[config.mk]
export PLATFORM = sky130hd
export DESIGN_NAME = mdr_mem_if
export DESIGN_NICKNAME = d
export VERILOG_FILES = /design/src/rtl/mdr_mem_if.sv
export SDC_FILE = /design/constraint.sdc
export NUM_CORES = 1
export LEC_CHECK = 0
export CAP_MARGIN = 20
export CORE_AREA = 2 2 118 120
export CTS_CLUSTER_SIZE = 12
export DETAILED_ROUTE_END_ITERATION = 10
export DIE_AREA = 0 0 120 122
export GPL_ROUTABILITY_DRIVEN = 0
export PLACE_DENSITY_LB_ADDON = 0.1
export SKIP_CTS_REPAIR_TIMING = 1
export SLEW_MARGIN = 20
export SYNTH_ARGS = -nofsm -noshare
export SYNTH_HDL_FRONTEND = slang
export SYNTH_SLANG_ARGS = --single-unit
[constraint.sdc]
create_clock -name clk -period 1.9 [get_ports clk]
set_input_delay 0.19 -clock clk [delete_from_list [all_inputs] [get_ports clk]]
set_output_delay 0.19 -clock clk [all_outputs]
set_load 0.02 [all_outputs]
[src/rtl/mdr_mem_if.sv]
// Memory data register with a built-in read/write handshake controller.
// Handles byte/half/word lanes, sign/zero extension, write replication and timeout.
module mdr_mem_if #(
  parameter int WIDTH   = 32,
  parameter int TIMEOUT = 15,
  localparam int LANE_W = $clog2(WIDTH / 8)
) (
  input  logic                 clk,
  input  logic                 clr,
  input  logic [WIDTH-1:0]     bus_in,
  input  logic                 mdr_in,
  input  logic                 read,
  input  logic                 write,
  input  logic [1:0]           size,
  input  logic                 sign_ext,
  input  logic [LANE_W-1:0]    addr_lo,
  input  logic [WIDTH-1:0]     mem_in,
  input  logic                 mem_ready,
  output logic                 mem_rd,
  output logic                 mem_wr,
  output logic [WIDTH-1:0]     mem_out,
  output logic [WIDTH/8-1:0]   mem_be,
  output logic [WIDTH-1:0]     Q,
  output logic                 busy,
  output logic                 done,
  output logic                 err
);

  localparam int NB    = WIDTH / 8;
  localparam int CNT_W = (TIMEOUT > 0) ? $clog2(TIMEOUT + 1) : 1;

  typedef enum logic [1:0] {IDLE, RD_WAIT, WR_WAIT} state_t;

  state_t              state, state_next;
  logic [CNT_W-1:0]    cnt, cnt_next;
  logic [1:0]          size_q, size_next;
  logic                sign_q, sign_next;
  logic [LANE_W-1:0]   lane_q, lane_next;
  logic [WIDTH-1:0]    q_next, mem_out_next, rd_data, wr_data;
  logic [NB-1:0]       mem_be_next, wr_be;
  logic                mem_rd_next, mem_wr_next, busy_next, done_next, err_next;
  logic                bad_access;
  logic [7:0]          rd_byte;
  logic [15:0]         rd_half;

  always_comb begin
    bad_access = 1'b0;
    case (size)
      2'b00:   bad_access = (addr_lo != '0);
      2'b01:   bad_access = addr_lo[0];
      2'b10:   bad_access = 1'b0;
      default: bad_access = 1'b1;
    endcase
  end

  // Read lane extraction uses the lane/size/sign latched at transaction start.
  always_comb begin
    rd_byte = mem_in[{lane_q, 3'b000} +: 8];
    rd_half = mem_in[{lane_q[LANE_W-1:1], 4'b0000} +: 16];
    case (size_q)
      2'b00:   rd_data = mem_in;
      2'b01:   rd_data = {{(WIDTH-16){sign_q & rd_half[15]}}, rd_half};
      default: rd_data = {{(WIDTH-8){sign_q & rd_byte[7]}}, rd_byte};
    endcase
  end

  always_comb begin
    wr_data = '0;
    for (int i = 0; i < NB; i++) begin
      case (size)
        2'b00:   wr_data[8*i +: 8] = Q[8*i +: 8];
        2'b01:   wr_data[8*i +: 8] = Q[8*(i%2) +: 8];
        default: wr_data[8*i +: 8] = Q[7:0];
      endcase
    end
    case (size)
      2'b00:   wr_be = '1;
      2'b01:   wr_be = NB'(3) << addr_lo;
      default: wr_be = NB'(1) << addr_lo;
    endcase
  end

  always_comb begin
    state_next   = state;
    cnt_next     = cnt;
    size_next    = size_q;
    sign_next    = sign_q;
    lane_next    = lane_q;
    q_next       = Q;
    mem_out_next = mem_out;
    mem_be_next  = mem_be;
    mem_rd_next  = mem_rd;
    mem_wr_next  = mem_wr;
    busy_next    = busy;
    done_next    = 1'b0;
    err_next     = 1'b0;
    case (state)
      IDLE: begin
        if (read && write) begin
          err_next = 1'b1;
        end else if ((read || write) && bad_access) begin
          err_next = 1'b1;
        end else if (read || write) begin
          state_next  = read ? RD_WAIT : WR_WAIT;
          mem_rd_next = read;
          mem_wr_next = write;
          busy_next   = 1'b1;
          cnt_next    = '0;
          size_next   = size;
          sign_next   = sign_ext;
          lane_next   = addr_lo;
          if (write) begin
            mem_out_next = wr_data;
            mem_be_next  = wr_be;
          end
        end else if (mdr_in) begin
          q_next = bus_in;
        end
      end
      RD_WAIT, WR_WAIT: begin
        cnt_next = cnt + CNT_W'(1);
        // Completion and timeout share the same exit path; only Q handling differs.
        if (mem_ready || (TIMEOUT != 0 && int'(cnt) + 1 == TIMEOUT)) begin
          state_next   = IDLE;
          mem_rd_next  = 1'b0;
          mem_wr_next  = 1'b0;
          busy_next    = 1'b0;
          mem_out_next = '0;
          mem_be_next  = '0;
          done_next    = mem_ready;
          err_next     = !mem_ready;
          if (mem_ready && state == RD_WAIT) q_next = rd_data;
        end
      end
      default: state_next = IDLE;
    endcase
  end

  always_ff @(posedge clk or negedge clr) begin
    if (!clr) begin
      state   <= IDLE;
      cnt     <= '0;
      size_q  <= '0;
      sign_q  <= 1'b0;
      lane_q  <= '0;
      Q       <= '0;
      mem_out <= '0;
      mem_be  <= '0;
      mem_rd  <= 1'b0;
      mem_wr  <= 1'b0;
      busy    <= 1'b0;
      done    <= 1'b0;
      err     <= 1'b0;
    end else begin
      state   <= state_next;
      cnt     <= cnt_next;
      size_q  <= size_next;
      sign_q  <= sign_next;
      lane_q  <= lane_next;
      Q       <= q_next;
      mem_out <= mem_out_next;
      mem_be  <= mem_be_next;
      mem_rd  <= mem_rd_next;
      mem_wr  <= mem_wr_next;
      busy    <= busy_next;
      done    <= done_next;
      err     <= err_next;
    end
  end

endmodule
Word-level counts from Yosys, hierarchy flattened
Cells that the tools add are included.

cells by class
  add/subtract/negate cells = 2
  eq/ne operators = 14
  shifts and indexed selects = 4
  mux-type cells = 54
  bitwise operators = 4
  reduce and logical (&&, ||, !) cells = 19

operator list
  cell                                                 number
  2-to-1 mux 32 bit                                    11
  one-hot mux 32 bit (2 select lines)                  3
  2-to-1 mux 4 bit                                     8
  variable part select 32 x 6 -> 16 bit                1
  variable part select 32 x 6 -> 8 bit                 1
  one-hot mux 4 bit (2 select lines)                   3
  2-to-1 mux 8 bit                                     2
  != test 2 bit, second input constant                 8
  one-hot mux 8 bit (2 select lines)                   1
  2-to-1 mux 1 bit                                     15
  AND reduction 4 bit                                  3
  2-to-1 mux 2 bit                                     5
  one-hot mux 1 bit (2 select lines)                   4
  AND reduction 7 bit                                  1
  equality test 2 x 1 -> 1 bit, second input constant  3
  logical NOT 2 bit                                    3
  AND reduction 6 bit                                  1
  adder 4 x 1 -> 5 bit, second input constant          1
  equality test 5 x 4 -> 1 bit, second input constant  1
  AND reduction 5 bit                                  1
  adder 4 x 1 -> 4 bit, second input constant          1
  equality test 2 bit, second input constant           2
  one-hot mux 2 bit (2 select lines)                   1
  nonzero test 2 bit                                   2
  9 further kinds                                      15

word-level totals
  register bits = 84
  input bits = 75
  output and inout bits = 73
  word-level logic and storage cells = 110

Logic depth before layout (Yosys ltp)
Gate-level depths: netlist (run 1).

  depth in word-level cells = 8
  depth in mapped cells = 9
  gate-level depth less buffers = 7

Worst setup path after synthesis (run 1)
No wires, ideal clock.

  path kind = register to register
  start point = reg state[0]
  end point = reg Q[29]
  setup time = 0.092 ns
  arrival time = 1.871 ns
  required time = 1.808 ns
  slack = -0.063 ns
  cell stages (with the launch flop) = 9
  path buffers = 1
  period minus slack after synthesis = 1.963 ns
  cell sequence = dfrtp_1 > inv_1 > ha_1 > nor2b_1 > o21ai_1 > o221ai_2 > clkbuf_1 > nand2_1 > o31ai_2

on the way
  longest elaborated chain between the ends = 4
  elaborated cells on any way between the ends = 14
  those cells by class = 8 x eq/ne; 1 x mux; 5 x reduce/logical

ends and longest elaborated chain
  element                                                              line     text
  start: declaration                                                   34       state_t state, state_next;
  start signal: assignment                                             155      state <= state_next;
  equality test 2 x 1 -> 1 bit or equality test 2 bit (tied branches)  97, 132
  OR reduction 2 bit or logical AND 1 bit (tied branches)              97, 132
  != test 2 bit (no line) or nonzero test 2 bit (tied branches)        --
  AND reduction 7 bit (no line)                                        --
  end signal: assignment                                               160      Q <= q_next;
  end: declaration                                                     23       output logic [WIDTH-1:0] Q,

Parallel ways exist; a longest one is shown, timed or not.
A chain may end at the register's enable or synchronous reset.

Worst setup path after layout (run 1)
  start point = reg state[0]
  end point = reg Q[23]

The elaborated chain is that of the path after synthesis.

==> metrics.csv, run 1 <==
stage;metric;value;unit
sta;Final Hold Violating Endpoints;0;
floorplan;# rows;43;
synthesis;synthesized area per cell;9.55;um2
cts;Clock H-tree levels;3;
sta;min Tclk post-route;1870;ps
power_and_ir_drop;Clock Power Share;0.121;
critical_path;RR Endpoint;Q[23];
synthesis;Synth async-reset ratio;1.00;
cts;TritonCTS clock tree;built;
floorplan;die area;14600;um2
routing;DR iter-0 viols;468;
critical_path;reg2reg path depth;10;
synthesis;Yosys top cell by area;dfrtp_1;
grt;GRT Total Usage;0.235;
grt;first-pass GRT wire length;26500;um
floorplan;core region area;13500;um2
final_layout;# diodes;0;
synthesis;syn nets;632;
routing;final WL;18100;um
routing;Via-to-Cell Ratio;5.56;
sta;Final WS setup;26.2;ps
critical_path;critical path type;reg2reg;
critical_path;CP startpoint;state[0];
cts;clock net sink count;84;
routing;Routed WL per cell;19.7;um
synthesis;cells after synthesis;551;
run_status;outcome;finished, final reports clean;
placed_design;worst slack, placed;-277;ps
critical_path;R2R Path Start;state[0];
final_layout;share of cells above drive strength 1;0.228;
synthesis;Synth top area share;0.400;
power_and_ir_drop;Leak;3.23;nW
synthesis;Seq/Total Area, Yosys;0.400;
grt;largest net degree at the start of global routing;58;
synthesis;unique cell type count in the Yosys netlist;51;
sta;setup tns final;0;ps
power_and_ir_drop;Max IR drop VDD;0.000955;V
cts;Root Buffer;clkbuf_16;
sta;FMAX;0.534;GHz
routing;First-pass DRT Iterations;5;
critical_path;CP required;2140;ps
routing;DRC violations left;0;
floorplan;Top Ports;148;
power_and_ir_drop;Pwr Density;1800;nW/um2
synthesis;synth top area cells;dfrtp_1, mux2i_1, nand2_1;
critical_path;Worst Path Max Fanout;9;
final_layout;Final nets;817;
flow_run;MaxCap Viol Count;0;
placed_design;post-DP HPWL;13300;um
hold_path;worst min-delay path class;in2async;
sta;clock skew;8.36;ps
synthesis;flops & latches, synth;84;
synthesis;top-count cell post-synth;nand2_1;
power_and_ir_drop;P_int;7.81;mW
power_and_ir_drop;sequential cell fraction of total power;0.240;
power_and_ir_drop;Switch Pwr;6.52;mW
final_layout;Final Util;0.591;
critical_path;Data arrival, critical path;2120;ps
placed_design;placed inst area;7280;um2
sta;final worst-path cycle share;0.986;
power_and_ir_drop;Sw Ratio;0.455;
cts;Num CTS Buffers;9;
floorplan;Die Width;120;um
floorplan;die height;122;um
cts;Skew-Pair Late Insertion Delay;340;ps
routing;vias;5117;
critical_path;CP Capture Point;Q[23];
synthesis;prevailing post-synth register cell;dfrtp_1;
sta;max-slew violations;0;
grt;GRT Residual Overflow;0;
critical_path;r2r setup slk;30;ps
sta;Slew @ Worst Pin;625;ps
routing;Routed Antenna Nets;0;
grt;initial antenna violation count;0;
grt;vias in the first global route;4712;
final_layout;fin area;7980;um2
placed_design;number of port buffers;147;
final_layout;P&R area growth vs syn;51.8;%
sta;setup violators final;0;
sta;max_slew headroom;0.571;
synthesis;Yosys warning total;0;
floorplan;Starting Density;0.390;
synthesis;Post-synth EDFFs;0;
cts;clk slew on worst S/H paths;60;ps
sta;unrepaired setup endpoints after global routing;true;
power_and_ir_drop;Gate power share;0.639;
critical_path;startpoint types;flip-flop;
cts;maximum clock path buffer count;2;
synthesis;synthesized area;5260;um2
synthesis;Post-synth top cells;nand2_1, dfrtp_1, mux2i_1, o21ai_0, a21oi_1;
power_and_ir_drop;overall power;14.3;mW
critical_path;CP endpoint kind;flip-flop;
==> logic make-up after synthesis <==
logic type	after synthesis	share of synthesized area
compound gates	191	0.275
fa+ha+maj	7	0.0162
buf+inv	58	0.0549
flops	84	0.400
mux	72	0.143
simple gates	139	0.112
==> worst min path at each step <==
stage	startpoint	to	slack, ps
finish	clr	mem_out[9]	330
global route	clr	mem_out[9]	360
CTS	clr	mem_out[9]	-210
detailed placement	clr	done	140
global placement	clr	done	140
floorplan	clr	Q[0]	-110
==> flip-flops by register name (all words and copies together) (netlist names) <==
register / flops
Q: 32
busy: 1
cnt: 4
done: 1
err: 1
lane_q: 2
mem_be: 4
mem_out: 32
mem_rd: 1
mem_wr: 1
sign_q: 1
size_q: 2
state: 2
==> power by group through the flow <==
stage	Clock [mW]	Combinational, mW	Sequential [mW]
after CTS	1.75	8.08	3.40
after global placement	0	7.90	3.39
after global routing	1.83	9.80	3.53
after detailed placement	0	8.08	3.43
final	1.73	9.16	3.45
after floorplan	0	4.11	3.95
==> cell type report <==
cell class              count  area (um2)
repair buffers            215        2180
clock inverters             4        51.3
flip-flops and latches     84        2100
multi-input cells         409        3120
inverters                  17        63.8
fillers                  1141        5520
well taps                 180         225
clock buffers              11         233
==> through the flow <==
stage,std cells,hold slack (ps)
floorplan,551,-106
global route,920,364
detailed placement,896,144
finish,920,329
global placement,896,141
CTS,911,-209
==> layer usage <==
layer,GRT usage,part of all wire,up-vias
li1,-,-,2391
met1,0.349,0.46,2476
met2,0.355,0.46,220
met3,0.0286,0.058,30
met4,0.0787,0.023,0
met5,0,0,-
==> cells in the final DEF (no fill, tap or decap), drive strengths merged, types with 2 or more instances in the layout <==
master and instances:
o31ai 23, a22oi 2, nor2b 5, nand2b 3
nor2 14, a211oi 2, nand3 6, o2bb2ai 37
inv 17, a21oi 36, clkbuf 14, a221o 5
buf 65, clkinv 2, a22o 2, nand3b 2
and2 3, o22ai 11, o21ai 61, and3 2
dfrtp 84, nand2 99, mux2 24, mux2i 48
ha 6, a211o 2, clkdlybuf4s50 146, nor3 2
==> worst max-delay path: stages, from the launching register on <==
cell and delay, ps:
dfrtp_1 370, inv_2 60, ha_4 290, buf_6 100, nor2b_4 160, o21ai_4 90, o221ai_4 220, buf_12 190
buf_12 140, nand2_1 100, o31ai_4 70
Note: power is estimated with default switching activity, not from simulation.
==> run 2, diff against run 1 <==
- CTS_CLUSTER_DIAMETER: unset -> 120
==> results of run 2 <==
The final DEF is identical to that of run 1; final timing and power are the same.
